--- src/rtl/image_pipe_frame_arb.sv ---
// Frame-granular round-robin arbiter: one source owns the output for a whole
// frame; accepted words pass through a 2-entry {data,end} buffer to image_pipe.
module image_pipe_frame_arb #(
  parameter int DW    = 32,
  parameter int CNT_W = 16
) (
  input  logic             clk,
  input  logic             s_rst,
  input  logic [DW-1:0]    s0_data_in,
  input  logic             s0_valid_in,
  input  logic             s0_end_in,
  output logic             s0_busy_out,
  input  logic [DW-1:0]    s1_data_in,
  input  logic             s1_valid_in,
  input  logic             s1_end_in,
  output logic             s1_busy_out,
  output logic [DW-1:0]    m_data_out,
  output logic             m_valid_out,
  output logic             m_end_out,
  input  logic             m_busy_in,
  input  logic [1:0]       src_en,
  output logic [1:0]       grant,
  output logic [CNT_W-1:0] frame_cnt0,
  output logic [CNT_W-1:0] frame_cnt1
);

  typedef enum logic [1:0] {IDLE, OWN0, OWN1} state_t;

  state_t            state;
  logic              last_owner;
  logic [1:0]        fifo_cnt;
  logic [DW-1:0]     fifo_data [2];
  logic              fifo_end  [2];
  logic              rd_ptr;
  logic              wr_ptr;

  logic              full;
  logic              cand0;
  logic              cand1;
  logic              acc0;
  logic              acc1;
  logic              push;
  logic              pop;
  logic [DW-1:0]     push_data;
  logic              push_end;

  // Frame counters wrap naturally at 2^CNT_W.
  function automatic logic [CNT_W-1:0] cnt_inc(input logic [CNT_W-1:0] v);
    logic [CNT_W-1:0] one;
    one = '0;
    one[0] = 1'b1;
    return v + one;
  endfunction

  // Source-side handshake: busy depends only on state and fill level.
  always_comb begin
    full        = (fifo_cnt == 2'd2);
    cand0       = s0_valid_in && src_en[0];
    cand1       = s1_valid_in && src_en[1];
    s0_busy_out = (state != OWN0) || full;
    s1_busy_out = (state != OWN1) || full;
    acc0        = (state == OWN0) && s0_valid_in && !full;
    acc1        = (state == OWN1) && s1_valid_in && !full;
    push        = acc0 || acc1;
    push_data   = acc1 ? s1_data_in : s0_data_in;
    push_end    = acc1 ? s1_end_in  : s0_end_in;
  end

  // Downstream side: head of the buffer drives the output port.
  always_comb begin
    m_valid_out = (fifo_cnt != 2'd0);
    m_data_out  = fifo_data[rd_ptr];
    m_end_out   = fifo_end[rd_ptr];
    pop         = m_valid_out && !m_busy_in;
  end

  // Ownership FSM; grant and counters are registered with the state.
  always_ff @(posedge clk) begin
    if (s_rst) begin
      state      <= IDLE;
      grant      <= 2'b00;
      last_owner <= 1'b1;
      frame_cnt0 <= '0;
      frame_cnt1 <= '0;
    end else begin
      case (state)
        IDLE: begin
          if (cand0 && (!cand1 || last_owner)) begin
            state <= OWN0;
            grant <= 2'b01;
          end else if (cand1) begin
            state <= OWN1;
            grant <= 2'b10;
          end
        end
        OWN0: begin
          if (acc0 && s0_end_in) begin
            state      <= IDLE;
            grant      <= 2'b00;
            last_owner <= 1'b0;
            frame_cnt0 <= cnt_inc(frame_cnt0);
          end
        end
        OWN1: begin
          if (acc1 && s1_end_in) begin
            state      <= IDLE;
            grant      <= 2'b00;
            last_owner <= 1'b1;
            frame_cnt1 <= cnt_inc(frame_cnt1);
          end
        end
        default: begin
          state <= IDLE;
          grant <= 2'b00;
        end
      endcase
    end
  end

  // Output buffer; storage is cleared on reset so the idle head reads zero.
  always_ff @(posedge clk) begin
    if (s_rst) begin
      fifo_cnt     <= 2'd0;
      rd_ptr       <= 1'b0;
      wr_ptr       <= 1'b0;
      fifo_data[0] <= '0;
      fifo_data[1] <= '0;
      fifo_end[0]  <= 1'b0;
      fifo_end[1]  <= 1'b0;
    end else begin
      if (push) begin
        fifo_data[wr_ptr] <= push_data;
        fifo_end[wr_ptr]  <= push_end;
        wr_ptr            <= ~wr_ptr;
      end
      if (pop)
        rd_ptr <= ~rd_ptr;
      case ({push, pop})
        2'b10:   fifo_cnt <= fifo_cnt + 2'd1;
        2'b01:   fifo_cnt <= fifo_cnt - 2'd1;
        default: fifo_cnt <= fifo_cnt;
      endcase
    end
  end

endmodule

--- config.mk ---
export PLATFORM = sky130hd
export DESIGN_NAME = image_pipe_frame_arb
export DESIGN_NICKNAME = d
export VERILOG_FILES = /design/src/rtl/image_pipe_frame_arb.sv
export SDC_FILE = /design/constraint.sdc
export NUM_CORES = 1
export LEC_CHECK = 0
export CELL_PAD_IN_SITES_DETAIL_PLACEMENT = 0
export CELL_PAD_IN_SITES_GLOBAL_PLACEMENT = 1
export CORE_MARGIN = 2
export CORE_UTILIZATION = 40
export CTS_CLUSTER_SIZE = 28
export DETAILED_ROUTE_END_ITERATION = 8
export GPL_ROUTABILITY_DRIVEN = 0
export MAX_ROUTING_LAYER = met4
export PLACE_DENSITY = 0.93
export SYNTH_ARGS = -nofsm -noshare
export SYNTH_HDL_FRONTEND = slang
export SYNTH_SLANG_ARGS = --single-unit
--- constraint.sdc ---
create_clock -name clk -period 5.34 [get_ports clk]
set_input_delay 1.068 -clock clk [delete_from_list [all_inputs] [get_ports clk]]
set_output_delay 1.068 -clock clk [all_outputs]
set_load 0.01 [all_outputs]
==> results of run 1 <==
## cell type report
type	count	area [sq um]
Fill cell	1055	5330
Sequential cell	106	2780
Multi-Input combinational cell	295	2030
Timing Repair Buffer	145	1440
Clock buffer	9	225
Tap cell	168	210
Clock inverter	7	76.3
Inverter	4	15.0
## registers in the layout (all words and copies together), names as in the netlist, named ones only
name and flops:
frame_cnt1 16, rd_ptr 1, fifo_end 2, frame_cnt0 16
state 2, last_owner 1, fifo_cnt 2, fifo_data 64
wr_ptr 1
## tightest hold or removal path: stages, from the launching register on
cell     delay [ps]
dfxtp_1         320
o31ai_1          70
a21oi_1          60
## cell usage in the layout, fill, tap and decap left out, drive strengths merged, types with 5 or more instances in the layout
master,Yosys,layout
a21oi,24,24
and3,5,5
clkbuf,8,9
clkdlybuf4s50,0,142
dfxtp,40,40
edfxtp,66,66
inv,4,7
mux2,36,36
mux2i,33,33
nand2,16,16
nand3,9,9
nand4,12,12
nor2,82,82
nor2b,5,5
o21ai,8,8
o31ai,13,13
or3,8,8
or4,13,13
xor2,9,9
## cells by family after synthesis
family,Yosys count
AOI/OAI and AO/OA,49
muxes,69
DFF,106
buffers and inverters,30
xor gates and xnor gates,12
and+or+nand+nor,162
adders and majority gates,3
## worst paths after layout
check,from,to,slack (ps),cells after the start
min,frame_cnt1[15],frame_cnt1[15],500,2
min reg2reg,frame_cnt1[15],frame_cnt1[15],500,2
max,s1_valid_in,fifo_data[1][29],1970,6
max reg2reg,state[1],fifo_data[1][29],2700,5
## layer usage
metal / vias up / GRT usage [%] / wire [um]
met1: 1804 / 20.6 / 4880
met5: - / - / 0
met4: 0 / 5.24 / 126
li1: 1839 / - / -
met2: 128 / 29.9 / 5670
met3: 10 / 2.88 / 737
## per-stage QoR
| step | power (mW) | instances | instance area, sq um | util [%] |
|---|---|---|---|---|
| floorplan | 1.15 | 431 | 5000 | - |
| global placement | 1.33 | 718 | 6480 | 53.5 |
| detailed placement | 1.34 | 718 | 6480 | 53.5 |
| CTS | 2.00 | 734 | 6790 | 56.0 |
| global route | 2.06 | 734 | 6790 | 56.0 |
| finish | 1.98 | 734 | 6790 | 56.0 |
## power by group through the flow
stage               Sequential, mW  Combinational [mW]  Clock, mW
global route                 0.931               0.418      0.707
finish                       0.927               0.391      0.664
global placement             0.944               0.390          0
detailed placement           0.946               0.395          0
CTS                          0.928               0.397      0.679
floorplan                    0.943               0.203          0
==> flow_summary.json, run 1 <==
{
  "synth_top_family_by_area": "simple AND/OR/NAND/NOR gates",
  "post-synth-top-area-fraction_pct": 39.7,
  "finalSetupTns_ps": 0,
  "dp_hpwl_um": 7820,
  "cp_data_required_time_ps": 5310,
  "cts_buffers": 9,
  "synth_seq_area_share_pct": 55.7,
  "p_sw_uw": 481,
  "crit_chain": "clkdlybuf4s50_1 > and3b_1 > o21ai_4 > or3b_1 > buf_4 > nand2b_2",
  "cts-hold-fix-buffers": 0,
  "period_minus_slack_ps": 3370,
  "yosysTopAreaCell": "edfxtp_1",
  "synthToLayoutAreaGrowth_pct": 35.8,
  "dieArea_sq_um": 13400,
  "wl_um": 11400,
  "ir_drop_mv": 0.134,
  "nets": 637,
  "antenna_left": 0,
  "yosysMostFrequentCell": "nor2_1",
  "power.share.switching_pct": 24.3,
  "die_y_um": 116,
  "arrival_ps": 3340,
  "timing.fmax_mhz": 297,
  "synthTopCellsByArea": "edfxtp_1 40%, dfxtp_1 16%, mux2_2 8.1%",
  "cts_tree": "done",
  "min_path_type": "reg2reg",
  "async_flop_share_pct": 0,
  "io_pins": 143,
  "grt_first_pass_wirelength_um": 17500,
  "cap_violations": 0,
  "p_leak_nw": 2.56,
  "p_per_area_nw_per_um2": 292,
  "die_x_um": 116,
  "setup_violations": 0,
  "rows": 40,
  "cts_resized": 0,
  "finClkSkew_ps": 7.68,
  "p_seq_share_pct": 46.8,
  "yosys.cell_types.count": 45,
  "syn_area_per_cell_sq_um": 11.6,
  "muxShareOfSynthArea_pct": 14.7,
  "rsz0062_at_grt": "false",
  "post_synth_xor_area_fraction_pct": 2.10,
  "drt_iter0_markers": 115,
  "drive_above_1_share_pct": 11.7,
  "antenna_found_initial": 0,
  "cp-end-kind": "register",
  "wl_per_cell_um": 15.6,
  "intPower_mw": 1.50,
  "critPathMaxFanout": 34,
  "synth-compound-area-share_pct": 6.04,
  "place_worst_setup_slack_ps": 1590,
  "mappedNetlistArea_sq_um": 5000,
  "holdWs_ps": 499,
  "clk_pin_slew_worst_paths_ps": 70,
  "setup.worst_path.class": "in2reg",
  "cts_root_buf": "clkbuf_16",
  "status": "complete, no violations",
  "synth_edf_count": 66,
  "cts_max_level": 3,
  "synth_cells": 431,
  "yosys.area_share.simple_pct": 16.8,
  "cts.path.max_buffers": 2,
  "initial_core_util_pct": 41.3,
  "fin_crit_sh_pct": 63.1,
  "post_cts_buffers": 0,
  "cts.sinks": 106,
  "critPathSlowestCell": "nand2b_2",
  "drcViolationCount": 0,
  "grt_util_all_layers_pct": 17.2,
  "drv_slew": 0,
  "finalWorstSetupSlack_ps": 1970,
  "yosys_warnings": 0,
  "relSlewSlack_pct": 19.1,
  "grt.overflow.total": 0,
  "cp_top_family": "simple AND/OR/NAND/NOR gates",
  "ys_ff_latch": 106,
  "clkPwrFrac_pct": 33.5,
  "grt_max_degree": 46,
  "vias": 3781,
  "ys_top_cells_by_count": "81 x nor2_1, 66 x edfxtp_1, 40 x dfxtp_1",
  "synth_ff_type": "edfxtp_1",
  "p_comb_share_pct": 19.7,
  "core_area_sq_um": 12100,
  "port_buffers": 142,
  "synth_nets": 507,
  "first_global_vias": 3698,
  "tightest_slew_ps": 1210,
  "cp-start-kind": "input pin",
  "path_buf_inv": 2,
  "yosys.area_share.adder_pct": 0.751,
  "antenna_cells": 0,
  "max_stage_delay_ps": 640,
  "clkLatencyLatePin_ps": 340,
  "vias_per_cell": 5.15,
  "drtPass1Iterations": 4,
  "hold_viol": 0
}
Note: power is estimated with default switching activity, not from simulation.
==> run 2: changes to the inputs <==
Settings changed: CORE_UTILIZATION 40 to 34, PLACE_DENSITY 0.93 to 0.84.
Clock period 5.34 ns to 2.7 ns, I/O delays scaled along.
==> run 2 against run 1 <==
Effect of this change: routed wire length up 1.7%; core utilization fell by 8.0 points; setup slack lost 1600 ps; cell area up 2.1%; final cell count grew 3.5%; die area is 17% higher; power increased by 99%; critical path type is now reg2out; combinational power is 100% higher; count of clock-buffer cells in the layout grew 1; largest power group unchanged; via count down 1.0%.
==> flow_summary.json, run 2 (same netlist as run 1, synthesis figures left out) <==
{
  "grt_first_pass_wirelength_um": 18700,
  "setup.worst_path.class": "reg2out",
  "period_minus_slack_ps": 2310,
  "critPathMaxFanout": 33,
  "rsz0062_at_grt": "false",
  "intPower_mw": 2.99,
  "p_comb_share_pct": 20.2,
  "r2r-start": "state[0]",
  "min_path_type": "reg2reg",
  "ir_drop_mv": 0.273,
  "regMostFlops": "fifo_data",
  "p_sw_uw": 953,
  "drive_above_1_share_pct": 13.4,
  "cap_violations": 0,
  "drtPass1Iterations": 4,
  "vias_per_cell": 4.93,
  "p_leak_nw": 2.62,
  "cp-start-kind": "register",
  "die_y_um": 125,
  "nets": 647,
  "place_inst": 744,
  "wl_um": 11600,
  "final_cells": 760,
  "cts_root_buf": "clkbuf_16",
  "port_buffers": 142,
  "drt_iter0_markers": 121,
  "cts_buffers": 9,
  "hold_path.startpoint": "frame_cnt1[15]",
  "grt.overflow.total": 0,
  "cts-hold-fix-buffers": 0,
  "clk_pin_slew_worst_paths_ps": 70,
  "antenna_cells": 0,
  "status": "complete, no violations",
  "layout_common_cells": "142 x clkdlybuf4s50_1, 81 x nor2_1, 66 x edfxtp_1",
  "fin_util_pct": 48.0,
  "synthToLayoutAreaGrowth_pct": 38.7,
  "tightest_slew_ps": 478,
  "initial_core_util_pct": 34.6,
  "rr_worst_depth": 6,
  "vias": 3743,
  "reg.largest.list": "fifo_data: 64 flops, frame_cnt0: 16 flops, frame_cnt1: 16 flops",
  "power.share.switching_pct": 24.1,
  "io_pins": 143,
  "grt_util_all_layers_pct": 15.2,
  "holdWs_ps": 490,
  "cp_data_required_time_ps": 2160,
  "fin_crit_sh_pct": 85.7,
  "hold_path_depth": 2,
  "wl_per_cell_um": 15.3,
  "critPathSlowestCell": "clkdlybuf4s50_1",
  "dp_hpwl_um": 8090,
  "cts.sinks": 106,
  "p_total_mw": 3.95,
  "drv_slew": 0,
  "antenna_left": 0,
  "hold_viol": 0,
  "relSlewSlack_pct": 68.0,
  "finalSetupTns_ps": 0,
  "layout_commonest_cell": "clkdlybuf4s50_1",
  "timing.fmax_mhz": 432,
  "clkPwrFrac_pct": 33.3,
  "critPathCapture": "m_data_out[10]",
  "cts_resized": 0,
  "die_x_um": 125,
  "dieArea_sq_um": 15700,
  "max_stage_delay_ps": 510,
  "antenna_found_initial": 0,
  "post_cts_buffers": 0,
  "arrival_ps": 1770,
  "rrSetupSlack_ps": 800,
  "cts_max_level": 3,
  "p_seq_share_pct": 46.5,
  "grt_max_degree": 34,
  "drcViolationCount": 0,
  "cts.path.max_buffers": 2,
  "first_global_vias": 3767,
  "finClkSkew_ps": 9.14,
  "setup_violations": 0,
  "largest_register_ffs": 64,
  "cts_tree": "done",
  "regToRegEndpoint": "fifo_data[1][18]",
  "crit_chain": "buf_12 > mux2_2 > clkdlybuf4s50_1",
  "rows": 44,
  "core_area_sq_um": 14400,
  "clkLatencyLatePin_ps": 340,
  "cp-end-kind": "output pin",
  "p_per_area_nw_per_um2": 570
}
==> run 2: changes by cell type in the layout (fill, tap and decap cells not counted) <==
cell        previous run  this run
clkinv_4               1         0
clkinvlp_4             0         1
clkbuf_1               0         1
clkinv_1               1         0
dfxtp_2                0         1
buf_12                 0         4
buf_4                  3         9
dfxtp_1               40        39
==> run 2: metal layers <==
layer	vias to the layer above	part of all wire [%]	track usage, %
met4	0	1.1	3.59
met3	10	6.0	3.51
li1	1853	-	-
met2	117	49	25.7
met5	-	0	-
met1	1763	44	18.4
==> run 2: per-stage QoR <==
stage          setup WS [ps]  area (sq um)
2_1_floorplan            131          5000
6_report                 386          6930
3_3_place_gp             275          6630
3_5_place_dp             263          6630
5_1_grt                  326          6930
4_1_cts                  346          6930
==> run 2: layout make-up <==
cell class / instances / area [sq um]
well taps: 184 / 230
flip-flops and latches: 106 / 2780
repair buffers: 155 / 1570
multi-input cells: 295 / 2030
clock inverters: 6 / 71.3
fillers: 1315 / 7490
inverters: 4 / 15.0
clock buffers: 10 / 229
==> run 2: power by group through the flow <==
stage	Clock (mW)	Sequential [mW]	Combinational, mW
floorplan	0	1.86	0.403
detailed placement	0	1.87	0.808
global route	1.40	1.85	0.858
finish	1.31	1.84	0.799
CTS	1.35	1.84	0.813
global placement	0	1.87	0.799
==> run 2: worst min path at each step <==
stage | to
floorplan | fifo_cnt[1]
global placement | frame_cnt1[15]
detailed placement | frame_cnt1[15]
CTS | frame_cnt1[15]
global route | frame_cnt1[15]
finish | frame_cnt1[15]
==> run 2: worst max-delay path, delay by kind of cell (launching register included) <==
kind | cells | cell delay [ps]
buffers and inverters | 2 | 730
flip-flops | 1 | 340
multiplexers | 1 | 360
==> run 3: changes to the inputs <==
Settings changed: CORE_ASPECT_RATIO from default to 1.25, CORE_UTILIZATION 34 to 37, PLACE_DENSITY 0.84 to 0.87.
Clock period 2.7 ns to 2.5 ns, I/O delays scaled along.
==> run 3 against run 2 <==
Effect of this change: final cell count shrank 1.7%; routed wire length rose by 1.5%; critical path type unchanged; first-iteration DRC count is 29% higher; via count rose by 1.5%.
==> flow_summary.json, run 3 (same netlist as run 1, synthesis figures left out) <==
{
  "finalWorstSetupSlack_ps": 146,
  "place_inst": 731,
  "wl_per_cell_um": 15.8,
  "cp_top_family": "buffers and inverters",
  "antenna_found_initial": 0,
  "path_buf_inv": 2,
  "grt_max_degree": 39,
  "vias_per_cell": 5.08,
  "timing.fmax_mhz": 425,
  "die_x_um": 108,
  "p_leak_nw": 2.63,
  "cts.path.max_buffers": 2,
  "initial_core_util_pct": 37.8,
  "dieArea_sq_um": 14500,
  "max_stage_delay_ps": 520,
  "cts.sinks": 106,
  "critPathMaxFanout": 25,
  "regMostFlops": "fifo_data",
  "final_cells": 747,
  "rsz0062_at_grt": "false",
  "p_per_area_nw_per_um2": 617,
  "finClkSkew_ps": 7.18,
  "largest_register_ffs": 64,
  "finalSetupTns_ps": 0,
  "critPathSlowestCell": "clkdlybuf4s50_1",
  "dp_hpwl_um": 8260,
  "cp_data_required_time_ps": 2000,
  "synthToLayoutAreaGrowth_pct": 38.7,
  "drtPass1Iterations": 4,
  "cts_resized": 0,
  "cp-end-kind": "output pin",
  "core_area_sq_um": 13200,
  "clkLatencyLatePin_ps": 340,
  "layout_commonest_cell": "clkdlybuf4s50_1",
  "period_minus_slack_ps": 2350,
  "cap_violations": 0,
  "cts_root_buf": "clkbuf_16",
  "status": "complete, no violations",
  "grt_util_all_layers_pct": 17.2,
  "relSlewSlack_pct": 70.1,
  "antenna_left": 0,
  "first_global_vias": 3950,
  "reg.largest.list": "fifo_data: 64 flops, frame_cnt0: 16 flops, frame_cnt1: 16 flops",
  "grt.overflow.total": 0,
  "cts_tree": "done",
  "fin_crit_sh_pct": 94.2,
  "cts_buffers": 9,
  "setup_violations": 0,
  "arrival_ps": 1850,
  "die_y_um": 134,
  "hold_viol": 0,
  "clk_pin_slew_worst_paths_ps": 70,
  "cp-start-kind": "register",
  "grt_first_pass_wirelength_um": 19100,
  "port_buffers": 142,
  "crit_chain": "buf_12 > mux2_2 > clkdlybuf4s50_1",
  "layout_common_cells": "142 x clkdlybuf4s50_1, 81 x nor2_1, 66 x edfxtp_1",
  "fillers": 1188,
  "cts_max_level": 3,
  "min_path_type": "reg2reg",
  "fin_util_pct": 52.4,
  "drcViolationCount": 0,
  "vias": 3798,
  "cts-hold-fix-buffers": 0,
  "drt_iter0_markers": 156,
  "nets": 647,
  "drv_slew": 0,
  "io_pins": 143,
  "tightest_slew_ps": 447,
  "place_worst_setup_slack_ps": 95.5,
  "antenna_cells": 0,
  "rows": 47,
  "ir_drop_mv": 0.348,
  "wl_um": 11800,
  "post_cts_buffers": 0,
  "drive_above_1_share_pct": 13.4,
  "setup.worst_path.class": "reg2out"
}
run 3: changes by cell type in the layout (fill, tap and decap cells not counted), sizes merged:
cell,previous run,this run
clkinvlp,1,0
inv,7,6
clkbuf,10,9
clkinv,1,4
run 3: tightest hold or removal path, stage by stage, from the launching register on:
cell and delay (ps):
dfxtp_1 320, o31ai_1 60, a21oi_1 60
run 3: cell type report:
cell class / instances / area, sq um / share of cell area [%]
repair buffers: 155 / 1580 / 22.8
inverters: 4 / 15.0 / 0.217
multi-input cells: 295 / 2030 / 29.3
flip-flops and latches: 106 / 2790 / 40.2
clock inverters: 7 / 77.6 / 1.12
clock buffers: 9 / 225 / 3.25
well taps: 171 / 214 / 3.09
run 3: power breakdown:
part	internal (mW)	leakage [nW]	switching, mW
logic	0.499	1.47	0.350
registers	1.95	1.01	0.0508
clock network	0.786	0.148	0.645
run 3: path summary, 6_finish.rpt:
path	startpoint	end	slack, ps	cells past startpoint
worst max-delay path	register	m_data_out[7]	150	3
worst max register to register	state[0]	fifo_data[0][16]	580	6
worst min register to register	frame_cnt1[15]	frame_cnt1[15]	490	2
worst min-delay path	frame_cnt1[15]	frame_cnt1[15]	490	2
run 3: metrics by stage:
| stage | total power [mW] | hold slack (ps) | instance area, sq um |
|---|---|---|---|
| after global routing | 4.45 | 519 | 6930 |
| after global placement | 2.88 | 466 | 6630 |
| final | 4.28 | 491 | 6930 |
| after detailed placement | 2.90 | 477 | 6630 |
| after CTS | 4.33 | 494 | 6930 |
| after floorplan | 2.45 | 462 | 5000 |
run 3: layer usage:
layer	track usage (%)	vias up	wire (um)	share of wire (%)
met3	3.94	11	795	6.7
met5	-	-	0	0
met2	29.4	125	5800	49
met4	5.06	0	134	1.1
met1	20.2	1807	5060	43
li1	-	1855	-	-
